File: src/rtl/hw4_pkg.sv
// Shared types and helpers for the delay timer controller.
package hw4_pkg;

   typedef enum logic [1:0] {
      IDLE = 2'd0,
      RUN  = 2'd1,
      DONE = 2'd2
   } timer_state_t;

   // Prescaler must hold 0..tickDiv-1 and is never narrower than one bit.
   function automatic int prescWidth(input int tickDiv);
      int w;
      w = $clog2(tickDiv);
      return (w < 1) ? 1 : w;
   endfunction

endpackage

File: src/rtl/downcount.sv
// Loadable n-bit down counter: load has priority over decrement.
module downcount #(
   parameter int n = 8
) (
   input  logic [n-1:0] R,
   input  logic         Clock,
   input  logic         L,
   input  logic         E,
   output logic [n-1:0] Q
);

   always_ff @(posedge Clock) begin
      if (L)
         Q <= R;
      else if (E)
         Q <= Q - n'(1);
   end

endmodule

File: src/rtl/delay_timer_ctrl.sv
// Turns a start request into delay x TICK_DIV clock cycles of busy, then a one-cycle done.
module delay_timer_ctrl
   import hw4_pkg::*;
#(
   parameter int N        = 8,
   parameter int TICK_DIV = 50000
) (
   input  logic         Clock,
   input  logic         Reset,
   input  logic         start,
   input  logic         cancel,
   input  logic [N-1:0] delay,
   output logic         busy,
   output logic         done,
   output logic [N-1:0] remaining
);

   localparam int            PW         = prescWidth(TICK_DIV);
   localparam logic [PW-1:0] PRESC_LAST = PW'(TICK_DIV - 1);

   timer_state_t  state;
   timer_state_t  stateNext;
   logic [PW-1:0] prescaler;
   logic [PW-1:0] prescNext;
   logic [N-1:0]  count;
   logic [N-1:0]  cntValue;
   logic          cntLoad;
   logic          cntEnable;
   logic          tick;

   // With TICK_DIV = 1 the prescaler never leaves 0, so every RUN cycle ticks.
   assign tick = (prescaler == PRESC_LAST);

   // Counter controls come straight from next-state logic; reset forces a load of zero.
   always_comb begin
      stateNext = state;
      prescNext = prescaler;
      cntLoad   = 1'b0;
      cntEnable = 1'b0;
      cntValue  = '0;
      if (Reset) begin
         cntLoad   = 1'b1;
         stateNext = IDLE;
         prescNext = '0;
      end else begin
         case (state)
            IDLE: begin
               if (start) begin
                  cntLoad   = 1'b1;
                  cntValue  = delay;
                  prescNext = '0;
                  stateNext = (delay != '0) ? RUN : DONE;
               end
            end
            RUN: begin
               if (cancel) begin
                  cntLoad   = 1'b1;
                  prescNext = '0;
                  stateNext = IDLE;
               end else if (tick) begin
                  prescNext = '0;
                  cntEnable = (count != '0);
                  if (count == N'(1))
                     stateNext = DONE;
               end else begin
                  prescNext = prescaler + PW'(1);
               end
            end
            DONE:    stateNext = IDLE;
            default: stateNext = IDLE;
         endcase
      end
   end

   always_ff @(posedge Clock) begin
      if (Reset) begin
         state     <= IDLE;
         prescaler <= '0;
      end else begin
         state     <= stateNext;
         prescaler <= prescNext;
      end
   end

   downcount #(
      .n(N)
   ) counter (
      .R     (cntValue),
      .Clock (Clock),
      .L     (cntLoad),
      .E     (cntEnable),
      .Q     (count)
   );

   assign busy      = (state == RUN);
   assign done      = (state == DONE);
   assign remaining = count;

endmodule

File: config.mk
export PLATFORM = sky130hd
export DESIGN_NAME = delay_timer_ctrl
export DESIGN_NICKNAME = d
export VERILOG_FILES = /design/src/rtl/hw4_pkg.sv /design/src/rtl/downcount.sv /design/src/rtl/delay_timer_ctrl.sv
export SDC_FILE = /design/constraint.sdc
export NUM_CORES = 1
export LEC_CHECK = 0
export ABC_CLOCK_PERIOD_IN_PS = 2200
export CORE_UTILIZATION = 54
export CTS_CLUSTER_SIZE = 12
export DETAILED_ROUTE_END_ITERATION = 8
export PLACE_DENSITY_LB_ADDON = 0.12
export SYNTH_ARGS = -nofsm -noshare
export SYNTH_HDL_FRONTEND = slang
export SYNTH_SLANG_ARGS = --single-unit
export TNS_END_PERCENT = 5
File: constraint.sdc
create_clock -name Clock -period 2.2 [get_ports Clock]
set_clock_uncertainty 0.05 [all_clocks]
set_input_delay 0.66 -clock Clock [delete_from_list [all_inputs] [get_ports Clock]]
set_output_delay 0.66 -clock Clock [all_outputs]
set_load 0.02 [all_outputs]
# [After elaboration in Yosys (flattened, before gate mapping)]
# Index checks and enable logic that the tools add are counted.
[totals] regBits=26 inputBits=12
[op_classes] add_sub_neg=2 n_eq_ne=7 muxes=23 n_reduce_logical=7
[op_table] cell="$mux 16" n=3
[op_table] cell="$mux 8" n=5
[op_table] cell="$pmux 16 s2" n=1
[op_table] cell="$add 16x1->16 const B" n=1
[op_table] cell="$eq 16x16->1 const B" n=1
[op_table] cell="$reduce_bool 8->1" n=2
[op_table] cell="$mux 2" n=5
[op_table] cell="$eq 8x1->1 const B" n=1
[op_table] cell="$sub 8x1->8 const B" n=1
[op_table] cell="$mux 1" n=7
[op_table] cell="$ne 3x2->1 const B" n=2
[op_table] cell="$pmux 2 s2" n=1
[op_table] cell="$reduce_bool 2->1" n=2
[op_table] cell="$reduce_and 3->1" n=1
[op_table] cell="$eq 2x1->1 const B" n=1
[op_table] cell="$eq 2x2->1 const B" n=1
[op_table] cell="$logic_not 2->1" n=1
[op_table] cell="$ne 2x2->1 const B" n=1
[op_table] cell="$pmux 1 s2" n=1
[op_table] cell="$reduce_and 2->1" n=1

# [Longest topological paths before layout]
[depth] word_depth=7 depth_mapped=6

# [Hierarchy]
# From an unflattened synthesis, not the netlist that was laid out.
[unflattened] cells_unflattened=179 area_unflattened_um2=1562.7
[by_module_without_submodules] module="delay_timer_ctrl" n_inst=1 cells_each=130 area_each_um2=1078.5 seq_area_each_um2=360.3
[by_module_without_submodules] module="downcount" n_inst=1 cells_each=49 area_each_um2=484.2 seq_area_each_um2=240.2

# [Worst setup path before layout]
# No wires, ideal clock.
[synth_timing] path_kind="input to register" start="in start" end="reg counter.Q[0], enable pin" setup_ns=0.271 arrival_ns=1.607 required_ns=1.879 slack_ns=0.273 stages=5 cell_sequence="nand2b_1 > a21oi_1 > or2_2 > clkbuf_1 > or2_2"
[synth_via] elab_chain_len=4
[synth_lines] element="from (decl)" line="delay_timer_ctrl.sv:10" source="input logic start,"
[synth_lines] element="$mux 1" line="delay_timer_ctrl.sv:48" source="if (start) begin"
[synth_lines] element="$pmux 1 s2" line="delay_timer_ctrl.sv:46" source="case (state)"
[synth_lines] element="$mux 1" line="delay_timer_ctrl.sv:41" source="if (Reset) begin"
[synth_lines] element="$reduce_bool 2->1 (no source line)"
[synth_lines] element="to (signal assigned)" line="downcount.sv:16" source="Q <= Q - n'(1);"
[synth_lines] element="to (decl)" line="downcount.sv:9" source="output logic [n-1:0] Q"
# Every way passes these cells.
# A chain may end at the register's enable or synchronous reset.

# [Worst setup path in the final report]
[layout_timing] start="reg counter.Q[2]" end="out remaining[2]"
[layout_lines] element="to (decl)" line="delay_timer_ctrl.sv:15" source="output logic [N-1:0] remaining"
# No word-level cell between the ends.

==> results.toml <==
[critical_path]
path_buf_inv = 1
slowest_stage = "clkdlybuf4s50_1"
rr_startpoint = "prescaler[0]$_SDFFE_PP0P_"
crit_end = "remaining[2]"
cp.depth = 1
path_delay_family = "buffers and inverters"
worstSetupPathType = "flip-flop to primary output"
worstSetupStartpointType = "flip-flop"
ff2ff_path_depth = 5
critical-path-max-stage-delay_ps = 630
cp.required_ps = 1490
rrSetupSlack_ps = 160
cp-startpoint = "counter.Q[2]$_DFFE_PP_"
crit_arrival_ps = 1410
rr_endpoint = "counter.Q[6]$_DFFE_PP_"
cp-end-kind = "primary output"
crit_path_cell_trace = "clkdlybuf4s50_1"
path_max_fanout = 5

[sta]
finalCritPeriodShare_pct = 96.5
hold_viol = 0
max_slew.worst_pin.slew_ps = 410
fmax_mhz = 471
drv_slew = 0
rsz0062_at_grt = "no"
setup_viol_count_final = 0
tns_ps = 0
holdWs_ps = 473
relSlewSlack_pct = 72.5
finalCriticalPeriod_ps = 2120

[die]
die-area_mm2 = 0.00318
fp.dieH_um = 56.4
fp.dieW_um = 56.4
io_pins = 22
coreArea_mm2 = 0.00278
start_util_pct = 57.4
rows = 19

[detailed_routing]
wl_um = 3620
drtPass1Iterations = 4
wire_per_inst_um = 15.2
drtAntennaViolNets = 0
drc = 0
vias = 1477
via_per_inst = 6.18
initialDrtViolationCount = 69

[clock_tree]
cts_tree = "yes"
clk_pin_slew_worst_paths_ps = 150
cts_buffers = 3
clockBufferDepth = 2
cts_setup_buffers = 0
htreeDepth = 1
clk_latency_ps = 330
clock-sinks = 26
cts_root_buf = "clkbuf_4"

[placed_design]
io_buffers = 21
hpwl_um = 2740
finalWeightedCongestion = 0.906

[cells_and_area]
diodes = 0
fillers = 216
nets = 225
drive_gt1_share_pct = 13.5
syn_to_final_growth_pct = 18.7

[yosys]
ys_warn_count = 0
synth_cell_type_count = 46
synth_seq_cells = 26
synth_edf_count = 8
synth_flop_cell = "dfxtp_1"
synth_fp_nets = 198
avgSynthCellArea_um2 = 8.77
syn_area_mm2 = 0.00160
yosysSeqAreaShare_pct = 37.6
async_reset_ff_share_pct = 0
syn-instance-count = 182

[global_routing]
grt-ovfl-total = 0
grt_max_degree = 20
antenna_found_initial = 0
grt_pass1_vias = 1335
grt_pass1_wl_um = 6220
grt_usage_pct = 24.7

[pwr]
power_density_mw_per_mm2 = 552
leakage_nw = 0.670
ir_drop_uv = 517

[status]
status = "finished, final reports clean"

[flow_run]
maxCapViolations = 0

[worst_hold_path]
hold_class = "flip-flop to flip-flop"
[per-layer routing]
metal	GRT usage (%)	up-vias	wire, µm
li1	-	735	-
met1	35.5	694	1720
met2	37.8	44	1660
met3	5.99	4	219
met4	5.57	0	21
met5	0	-	0
[cell usage after synthesis, drive strengths merged, types with 6 or more instances]
cell type | n | share of area, %
nand3 | 6 | 1.9
xor2 | 6 | 3.3
nand4 | 9 | 4.3
o21ai | 11 | 3.5
nor3 | 9 | 2.8
nand2 | 27 | 6.4
edfxtp | 8 | 15
nor4 | 8 | 3.1
dfxtp | 18 | 23
a21oi | 6 | 1.9
nor2 | 8 | 1.9
[power by group]
| group | internal, mW | switching (mW) |
|---|---|---|
| clock network | 0.101 | 0.142 |
| logic | 0.117 | 0.127 |
| registers | 0.527 | 0.0320 |
| total | 0.745 | 0.300 |
[how the worst min path moves through the flow]
stage                                          start                          to  slack (ps)  depth (start not counted)
after floorplan           prescaler[15]$_SDFFE_PP0P_  prescaler[15]$_SDFFE_PP0P_         410                          2
after global placement    prescaler[15]$_SDFFE_PP0P_  prescaler[15]$_SDFFE_PP0P_         440                          2
after detailed placement   prescaler[0]$_SDFFE_PP0P_   prescaler[0]$_SDFFE_PP0P_         450                          2
after CTS                  prescaler[0]$_SDFFE_PP0P_   prescaler[0]$_SDFFE_PP0P_         470                          2
after global routing       prescaler[0]$_SDFFE_PP0P_   prescaler[0]$_SDFFE_PP0P_         510                          2
final                     prescaler[15]$_SDFFE_PP0P_  prescaler[15]$_SDFFE_PP0P_         470                          2
[sequential cells by signal, summed over array words and instances (netlist names)]
register   flops
counter.Q      8
state          2
prescaler     16
[layout by cell type, fill, tap and decap left out, types with 6 or more instances in the layout]
cell type,Yosys,routed
dfxtp_1,18,16
nand4_1,7,7
buf_4,1,9
nand2_1,27,27
xor2_1,6,6
nor2_1,8,8
nor4_1,8,8
edfxtp_1,8,8
clkdlybuf4s50_1,0,16
nor3_1,9,9
nand3_1,6,6
o21ai_0,11,11
[cell families (layout without fill, tap and decap cells)]
logic type,Yosys count,in the layout,share of synthesized area (%)
AND/OR/NAND/NOR,94,94,33.9
flip-flops,26,26,37.6
buffers and inverters,13,39,5.96
XOR/XNOR,10,10,5.49
adder cells (fa/ha/maj),4,4,3.14
AO/OA/AOI/OAI,35,35,13.9
[worst reg2reg max path: cells and delay by family (launching register included)]
| family | cells | cell delay, ps |
|---|---|---|
| and+or+nand+nor | 3 | 770 |
| AOI/OAI and AO/OA | 1 | 260 |
| adders and majority gates | 1 | 240 |
| DFF | 1 | 430 |
[per-stage QoR]
stage	setup WS [ps]	total power, mW	cells	utilization, %	cell area (µm²)
4_1_cts	22.1	1.05	239	67.3	1870
6_report	76.6	1.04	239	68.1	1890
5_1_grt	11.1	1.10	239	68.1	1890
3_5_place_dp	-121	0.813	235	66.0	1840
2_1_floorplan	273	0.703	182	-	1600
3_3_place_gp	-67.3	0.806	235	66.0	1840
[cell type report]
type / count / area (µm²) / share of cell area, %
timing repair buffer: 30 / 287 / 15.1
inverter: 5 / 18.8 / 0.991
tap: 31 / 38.8 / 2.05
sequential: 26 / 603 / 31.9
clock buffer: 4 / 36.3 / 1.92
multi-input combinational: 143 / 910 / 48.1
[timing repair]
item | in CTS | in global routing
endpoints found under the setup margin | 2 | 19
gates resized for setup | 3 | 6
hold buffers | 0 | 0
Note: power is estimated with default switching activity, not from simulation.
